`src/rtl/nanotile_scheduler_if.sv`:
```
// Bundle of the job, pixel-shader and tile-flusher signals around the nano-tile scheduler.
// master = scheduler side, slave = the surrounding setup / shader / flusher side.
interface nanotile_scheduler_if;
  logic        job_valid;
  logic        job_ready;
  logic [39:0] job_box;
  logic        job_clear;
  logic        job_done;
  logic [9:0]  tileOffsetX;
  logic [9:0]  tileOffsetY;
  logic [9:0]  start_x;
  logic [9:0]  start_y;
  logic        rasterTileID;
  logic        clearZ;
  logic        startRasterizing;
  logic        doneRasterizing;
  logic        flush_valid;
  logic        flush_ready;
  logic        flush_id;
  logic [9:0]  flush_x;
  logic [9:0]  flush_y;
  logic        flush_done;
  logic        flush_done_id;

  // Handshakes: job and flush transfers complete on a cycle where valid && ready
  // are both high; valid holds its payload stable until then. The shader start
  // is a level: startRasterizing rises, the shader drops doneRasterizing to
  // accept, raises it when finished, and startRasterizing then falls.
  modport master (
    input  job_valid, job_box, job_clear, doneRasterizing,
           flush_ready, flush_done, flush_done_id,
    output job_ready, job_done, tileOffsetX, tileOffsetY, start_x, start_y,
           rasterTileID, clearZ, startRasterizing, flush_valid, flush_id,
           flush_x, flush_y
  );

  modport slave (
    output job_valid, job_box, job_clear, doneRasterizing,
           flush_ready, flush_done, flush_done_id,
    input  job_ready, job_done, tileOffsetX, tileOffsetY, start_x, start_y,
           rasterTileID, clearZ, startRasterizing, flush_valid, flush_id,
           flush_x, flush_y
  );
endinterface

```
`src/rtl/nanotile_scheduler.sv`:
```
// Walks every nano-tile touched by a job's bounding box, drives the pixel shader
// passes and ping-pongs the two shader buffers into the downstream tile flusher.
module nanotile_scheduler #(
  parameter int NANO_DIM = 8,
  parameter int SCREEN_W = 640,
  parameter int SCREEN_H = 480
) (
  input  logic                 BOARD_CLK,
  input  logic                 RESET_N,
  nanotile_scheduler_if.master bus,
  output logic [2:0]           dbg_state,
  output logic [1:0]           dbg_busy
);

  typedef enum logic [2:0] {
    IDLE     = 3'd0,
    WAIT_BUF = 3'd1,
    ISSUE    = 3'd2,
    RUN      = 3'd3,
    RELEASE  = 3'd4,
    FLUSH    = 3'd5,
    NEXT     = 3'd6,
    FINISH   = 3'd7
  } state_t;

  localparam logic [10:0] STEP  = 11'(NANO_DIM);
  localparam logic [10:0] MASK  = ~(11'(NANO_DIM - 1));
  localparam logic [10:0] LIM_X = 11'(SCREEN_W);
  localparam logic [10:0] LIM_Y = 11'(SCREEN_H);

  state_t      state, state_n;
  logic [10:0] box_x0, box_y0, box_x1, box_y1, clamp_x1, clamp_y1;
  logic        box_empty, accept, buf_free, fire, row_more, more;
  logic [10:0] tx, ty, tx0, x1_r, y1_r, next_tx, next_ty;
  logic        clear_r, cur;
  logic [1:0]  busy, busy_set, busy_clr;
  logic [9:0]  off_x, off_y, fl_x, fl_y;
  logic        tile_id, clear_z, fl_id;

  // Coordinates are widened to 11 bits so stepping past 1023 cannot wrap.
  assign box_x0   = {1'b0, bus.job_box[39:30]};
  assign box_y0   = {1'b0, bus.job_box[29:20]};
  assign box_x1   = {1'b0, bus.job_box[19:10]};
  assign box_y1   = {1'b0, bus.job_box[9:0]};
  assign clamp_x1 = (box_x1 > LIM_X) ? LIM_X : box_x1;
  assign clamp_y1 = (box_y1 > LIM_Y) ? LIM_Y : box_y1;
  assign box_empty = (clamp_x1 <= box_x0) || (clamp_y1 <= box_y0) ||
                     (box_x0 >= LIM_X) || (box_y0 >= LIM_Y);

  assign accept   = bus.job_valid && (state == IDLE);
  // A release arriving in the same cycle frees the buffer immediately.
  assign buf_free = !busy[cur] || (bus.flush_done && (bus.flush_done_id == cur));
  assign fire     = (state == FLUSH) && bus.flush_ready;
  assign next_tx  = tx + STEP;
  assign next_ty  = ty + STEP;
  assign row_more = next_tx < x1_r;
  assign more     = row_more || (next_ty < y1_r);

  always_ff @(posedge BOARD_CLK or negedge RESET_N) begin
    if (!RESET_N) state <= IDLE;
    else          state <= state_n;
  end

  always_comb begin
    state_n = state;
    case (state)
      IDLE:     if (accept) state_n = box_empty ? FINISH : WAIT_BUF;
      WAIT_BUF: if (buf_free) state_n = ISSUE;
      ISSUE:    if (!bus.doneRasterizing) state_n = RUN;
      RUN:      if (bus.doneRasterizing) state_n = RELEASE;
      RELEASE:  state_n = clear_z ? ISSUE : FLUSH;
      FLUSH:    if (bus.flush_ready) state_n = NEXT;
      NEXT:     state_n = more ? WAIT_BUF : FINISH;
      FINISH:   state_n = IDLE;
      default:  state_n = IDLE;
    endcase
  end

  always_ff @(posedge BOARD_CLK or negedge RESET_N) begin
    if (!RESET_N) begin
      tx      <= '0;
      ty      <= '0;
      tx0     <= '0;
      x1_r    <= '0;
      y1_r    <= '0;
      clear_r <= 1'b0;
      cur     <= 1'b0;
      off_x   <= '0;
      off_y   <= '0;
      tile_id <= 1'b0;
      clear_z <= 1'b0;
      fl_id   <= 1'b0;
      fl_x    <= '0;
      fl_y    <= '0;
    end else begin
      if (accept) begin
        tx      <= box_x0 & MASK;
        ty      <= box_y0 & MASK;
        tx0     <= box_x0 & MASK;
        x1_r    <= clamp_x1;
        y1_r    <= clamp_y1;
        clear_r <= bus.job_clear;
      end
      if ((state == WAIT_BUF) && buf_free) begin
        off_x   <= tx[9:0];
        off_y   <= ty[9:0];
        tile_id <= cur;
        clear_z <= clear_r;
      end
      if (state == RELEASE) begin
        if (clear_z) begin
          clear_z <= 1'b0;
        end else begin
          fl_id <= cur;
          fl_x  <= tx[9:0];
          fl_y  <= ty[9:0];
        end
      end
      if (fire) cur <= ~cur;
      if ((state == NEXT) && more) begin
        if (row_more) begin
          tx <= next_tx;
        end else begin
          tx <= tx0;
          ty <= next_ty;
        end
      end
    end
  end

  // Marking a buffer busy takes priority over a simultaneous release of it.
  assign busy_set = fire ? (cur ? 2'b10 : 2'b01) : 2'b00;
  assign busy_clr = bus.flush_done ? (bus.flush_done_id ? 2'b10 : 2'b01) : 2'b00;

  always_ff @(posedge BOARD_CLK or negedge RESET_N) begin
    if (!RESET_N) busy <= 2'b00;
    else          busy <= (busy & ~busy_clr) | busy_set;
  end

  a_no_release_on_handoff: assert property (
    @(posedge BOARD_CLK) disable iff (!RESET_N)
      !(fire && bus.flush_done && (bus.flush_done_id == cur))
  );

  assign bus.job_ready        = (state == IDLE);
  assign bus.job_done         = (state == FINISH);
  assign bus.startRasterizing = (state == ISSUE) || (state == RUN);
  assign bus.flush_valid      = (state == FLUSH);
  assign bus.tileOffsetX      = off_x;
  assign bus.tileOffsetY      = off_y;
  assign bus.start_x          = '0;
  assign bus.start_y          = '0;
  assign bus.rasterTileID     = tile_id;
  assign bus.clearZ           = clear_z;
  assign bus.flush_id         = fl_id;
  assign bus.flush_x          = fl_x;
  assign bus.flush_y          = fl_y;
  assign dbg_state            = state;
  assign dbg_busy             = busy;

endmodule

```
`src/flat_wrapper.sv`:
```
// flat-port wrapper written by rule: the top's interface ports become plain ports
module nanotile_scheduler_flat 
#(
  parameter int NANO_DIM = 8,
  parameter int SCREEN_W = 640,
  parameter int SCREEN_H = 480
)
  (BOARD_CLK, RESET_N, dbg_state, dbg_busy, bus_job_valid, bus_job_box, bus_job_clear, bus_doneRasterizing, bus_flush_ready, bus_flush_done, bus_flush_done_id, bus_job_ready, bus_job_done, bus_tileOffsetX, bus_tileOffsetY, bus_start_x, bus_start_y, bus_rasterTileID, bus_clearZ, bus_startRasterizing, bus_flush_valid, bus_flush_id, bus_flush_x, bus_flush_y);
  nanotile_scheduler_if bus_i ();
  input  logic BOARD_CLK;
  input  logic RESET_N;
  output logic [2:0] dbg_state;
  output logic [1:0] dbg_busy;
  input wire logic [$bits(bus_i.job_valid)-1:0] bus_job_valid;
  input wire logic [$bits(bus_i.job_box)-1:0] bus_job_box;
  input wire logic [$bits(bus_i.job_clear)-1:0] bus_job_clear;
  input wire logic [$bits(bus_i.doneRasterizing)-1:0] bus_doneRasterizing;
  input wire logic [$bits(bus_i.flush_ready)-1:0] bus_flush_ready;
  input wire logic [$bits(bus_i.flush_done)-1:0] bus_flush_done;
  input wire logic [$bits(bus_i.flush_done_id)-1:0] bus_flush_done_id;
  output wire logic [$bits(bus_i.job_ready)-1:0] bus_job_ready;
  output wire logic [$bits(bus_i.job_done)-1:0] bus_job_done;
  output wire logic [$bits(bus_i.tileOffsetX)-1:0] bus_tileOffsetX;
  output wire logic [$bits(bus_i.tileOffsetY)-1:0] bus_tileOffsetY;
  output wire logic [$bits(bus_i.start_x)-1:0] bus_start_x;
  output wire logic [$bits(bus_i.start_y)-1:0] bus_start_y;
  output wire logic [$bits(bus_i.rasterTileID)-1:0] bus_rasterTileID;
  output wire logic [$bits(bus_i.clearZ)-1:0] bus_clearZ;
  output wire logic [$bits(bus_i.startRasterizing)-1:0] bus_startRasterizing;
  output wire logic [$bits(bus_i.flush_valid)-1:0] bus_flush_valid;
  output wire logic [$bits(bus_i.flush_id)-1:0] bus_flush_id;
  output wire logic [$bits(bus_i.flush_x)-1:0] bus_flush_x;
  output wire logic [$bits(bus_i.flush_y)-1:0] bus_flush_y;
  assign bus_i.job_valid = bus_job_valid;
  assign bus_i.job_box = bus_job_box;
  assign bus_i.job_clear = bus_job_clear;
  assign bus_i.doneRasterizing = bus_doneRasterizing;
  assign bus_i.flush_ready = bus_flush_ready;
  assign bus_i.flush_done = bus_flush_done;
  assign bus_i.flush_done_id = bus_flush_done_id;
  assign bus_job_ready = bus_i.job_ready;
  assign bus_job_done = bus_i.job_done;
  assign bus_tileOffsetX = bus_i.tileOffsetX;
  assign bus_tileOffsetY = bus_i.tileOffsetY;
  assign bus_start_x = bus_i.start_x;
  assign bus_start_y = bus_i.start_y;
  assign bus_rasterTileID = bus_i.rasterTileID;
  assign bus_clearZ = bus_i.clearZ;
  assign bus_startRasterizing = bus_i.startRasterizing;
  assign bus_flush_valid = bus_i.flush_valid;
  assign bus_flush_id = bus_i.flush_id;
  assign bus_flush_x = bus_i.flush_x;
  assign bus_flush_y = bus_i.flush_y;
  nanotile_scheduler #(.NANO_DIM(NANO_DIM), .SCREEN_W(SCREEN_W), .SCREEN_H(SCREEN_H)) u_core (.BOARD_CLK(BOARD_CLK), .RESET_N(RESET_N), .bus(bus_i), .dbg_state(dbg_state), .dbg_busy(dbg_busy));
endmodule
```
`config.mk`:
```
export PLATFORM = sky130hd
export DESIGN_NAME = nanotile_scheduler_flat
export DESIGN_NICKNAME = d
export VERILOG_FILES = /design/src/rtl/nanotile_scheduler_if.sv /design/src/rtl/nanotile_scheduler.sv /design/src/flat_wrapper.sv
export SDC_FILE = /design/constraint.sdc
export NUM_CORES = 1
export LEC_CHECK = 0
export BUFFER_PORTS_ARGS = -buffer_cell sky130_fd_sc_hd__buf_2
export CAP_MARGIN = 5
export CORE_MARGIN = 5
export CORE_UTILIZATION = 61
export CTS_BUF_LIST = sky130_fd_sc_hd__clkbuf_4 sky130_fd_sc_hd__clkbuf_8
export CTS_CLUSTER_DIAMETER = 100
export DETAILED_ROUTE_END_ITERATION = 8
export GPL_ROUTABILITY_DRIVEN = 0
export PLACE_DENSITY = 0.95
export SYNTH_ARGS = -nofsm -noshare
export SYNTH_HDL_FRONTEND = slang
export SYNTH_SLANG_ARGS = --single-unit
export TNS_END_PERCENT = 30
```
`constraint.sdc`:
```
create_clock -name BOARD_CLK -period 5.6 [get_ports BOARD_CLK]
set_input_delay 1.12 -clock BOARD_CLK [delete_from_list [all_inputs] [get_ports BOARD_CLK]]
set_output_delay 1.12 -clock BOARD_CLK [all_outputs]
set_load 0.02 [all_outputs]
```
==> metrics <==
Final Hold Viols 0; final worst path period need 4.00 ns; hold path depth 1; CP Class in -> reg; per-cell routed wire length between 15 and 20 um; largest net degree at the start of global routing roughly 90; cells on worst reg2reg path 9; async set-reset flop share out of synthesis 100%; diode count 0; cell count after synthesis 509; FF-to-FF End u_core.tx[4]; first-pass GRT wire length roughly 20000 um; synth warn 0; Final setup viols 0; Slew Limit Fails 0; vias in the first global route just over 4000; worst vdd ir ~190 uV; Final Worst Setup Slack between 1.5 and 2 ns; Residual DRC 0; leakage power approximately 0.003 uW; die area roughly 10000 um^2; 1st-pass router iterations 5; Max Clock Skew about 0.010 ns; Area Overhead vs Synth 13.0%; reg2reg start u_core.tx[3]; RSZ-0062 raised after global routing false; CTS root buf clkbuf_8; die width about 100 um; clk buf depth 2; wirelength, routed between 10000 and 15000 um; CTS tree yes; sequential area share after synthesis 43.3%; Setup crit start kind input port; Via density roughly 5.8; hold_sp u_core.tx0[9]; total number of vias 4079; num rows 33; synthesized cell area between 5000 and 6000 um^2; critical path endpoint category flop; Hold Path Class reg -> reg; WHS 0.485 ns; Reg2Reg Setup Slack roughly 2.6 ns; Main synth FF type dfrtp_1; Post-DP HPWL approximately 9000 um; CP arrival roughly 4.2 ns; CP required a little under 6 ns; Setup WS pre-CTS roughly 1.2 ns; PortBufs 93; Yosys cell types 48; FF+latch count, synth 90; Worst-Skew Late Latency about 0.37 ns; Die H between 100 and 150 um; MaxCap Viol Count 0; CTS sink cnt 90; Crit Path Max Fanout 8; Detailed Route Iter0 Violations roughly 250; Mean Syn Cell Area between 10 and 15 um^2; share of cells above drive strength 1 between 20% and 30%; Total Routing Usage GR between 20% and 30%; core area approximately 8300 um^2; post-route ant nets 0; post_cts resized 0; status completed; Fmax between 200 and 300 MHz; Post-synth EDFFs 0; period utilization a little under three quarters; hold-fix buffer count after cts 0; Hold Path Sink u_core.tx0[9]; TNS Setup 0 ns; Initial Util between 60 and 70%; H-tree depth 3; number of post-CTS setup repair buffers 0; Layout Utilization slightly above 70%; Relative slew margins 26.4%; Worst-Margin Slew between 1 and 1.5 ns; Num CTS Buffers 9; grt ovf 0; Worst-path clk slew roughly 0.08 ns; Area after DPL 5650 um^2; final instance area between 5000 and 6000 um^2; initial antenna violation count 0; num ports 120; PwrDens between 500 and 600 nW/um^2; Final nets about 690
## state kept, by name, indices dropped and copies added (netlist names), 3 cells and up
signal                  flops
u_core.y1_r                10
u_core.x1_r                10
u_core.bus.flush_x          7
u_core.bus.flush_y         10
u_core.bus.tileOffsetY     10
u_core.ty                  11
u_core.tx0                  7
u_core.bus.tileOffsetX      7
u_core.dbg_state            3
u_core.tx                   8
## where the power goes
part | switching (uW) | total (uW) | leakage, uW | internal [uW]
logic | 830 | 1460 | 0.00178 | 628
registers | 231 | 1140 | 0.00114 | 905
clock network | 225 | 499 | 0.000110 | 274
## metrics by stage
step / instances / power, uW
finish: 709 / 3090
detailed placement: 693 / 2570
global placement: 693 / 2450
global route: 709 / 3300
CTS: 709 / 3090
floorplan: 535 / 2170
## cells by family (layout without fill, tap and decap cells)
group           Yosys count  after routing  share of synthesized area, %
simple gates            124            124                          12.3
other cells               1             27                        0.0721
flops                    90             90                          43.3
fa+ha+maj                38             38                          9.14
mux                      67             67                          14.2
xor+xnor                 14             14                          2.36
buf+inv                  85            154                          8.20
compound gates           90             90                          10.5
## cell type report
type | count | area (um^2)
Sequential cell | 90 | 2250
Inverter | 43 | 161
Timing Repair Buffer | 95 | 483
Clock buffer | 12 | 153
Clock inverter | 4 | 75.1
Fill cell | 593 | 2380
Tap cell | 105 | 131
Multi-Input combinational cell | 360 | 2630
## worst max-delay path, stage by stage
cell	delay, ns
buf_2	0.10
nor4_1	0.25
a21boi_0	0.11
o21ai_0	0.46
nand2b_1	0.19
ha_1	0.31
nand3_1	0.07
and3_1	0.18
or4_1	0.51
a221oi_1	0.41
a21oi_1	0.15
o32a_1	0.36
## cell usage in the layout (no fill, tap or decap), types with 2 or more instances in the layout
cell	count
a211oi_1	3
a21boi_0	3
a21o_1	4
a21oi_1	30
a221oi_1	2
and2_1	14
and3_1	6
buf_2	92
buf_4	3
bufinv_16	2
clkbuf_4	2
clkbuf_8	10
clkinvlp_4	2
conb_1	27
dfrtp_1	90
ha_1	38
inv_1	43
mux2_2	53
mux2i_1	14
nand2_1	34
nand2b_1	2
nand3_1	13
nand3b_1	2
nand4_1	7
nor2_1	19
nor2b_1	6
nor3_1	8
o211ai_1	2
o21a_1	5
o21ai_0	28
o221ai_1	3
o32a_1	2
or2_2	4
or4_1	2
xnor2_1	9
xor2_1	5
## synthesized netlist by cell type, types with 2 or more instances
cell type  instances  share of area (%)
dfrtp_1           90                 43
mux2_2            53                 11
inv_1             43                3.1
ha_1              38                9.1
nand2_1           35                2.5
a21oi_1           30                2.9
o21ai_0           28                2.7
buf_4             26                3.8
nor2_1            19                1.4
and2_1            14                1.7
mux2i_1           14                2.7
clkbuf_1          13               0.94
nand3_1           13                1.3
xnor2_1            9                1.5
nor3_1             8               0.77
nand4_1            7               0.84
and3_1             6               0.72
nor2b_1            6               0.72
o21a_1             5               0.72
xor2_1             5               0.84
a21o_1             4               0.58
or2_2              4               0.48
a211oi_1           3               0.43
a21boi_0           3               0.43
o221ai_1           3               0.51
a221oi_1           2               0.34
buf_2              2               0.19
nand2b_1           2               0.24
nand3b_1           2               0.29
o211ai_1           2               0.29
o32a_1             2               0.38
or4_1              2               0.29
## metal layers
layer	up-vias	share of wire, %	global-route usage [%]
li1	1900	-	-
met1	1991	42	30.8
met2	165	49	40.2
met3	23	6.5	3.69
met4	0	2.4	10.5
met5	-	0	0
## how the worst max path moves through the flow
stage,slack [ns],startpoint,end,cells past startpoint
after floorplan,1.91,bus_job_box[10],u_core.dbg_state[1],11
after global placement,1.49,bus_job_box[10],u_core.dbg_state[2],12
after detailed placement,1.22,bus_job_box[10],u_core.dbg_state[2],12
after CTS,1.56,bus_job_box[10],u_core.dbg_state[2],12
after global routing,1.28,bus_job_box[10],u_core.dbg_state[1],12
final,1.60,bus_job_box[10],u_core.dbg_state[2],12
Note: power is estimated with default switching activity, not from simulation.
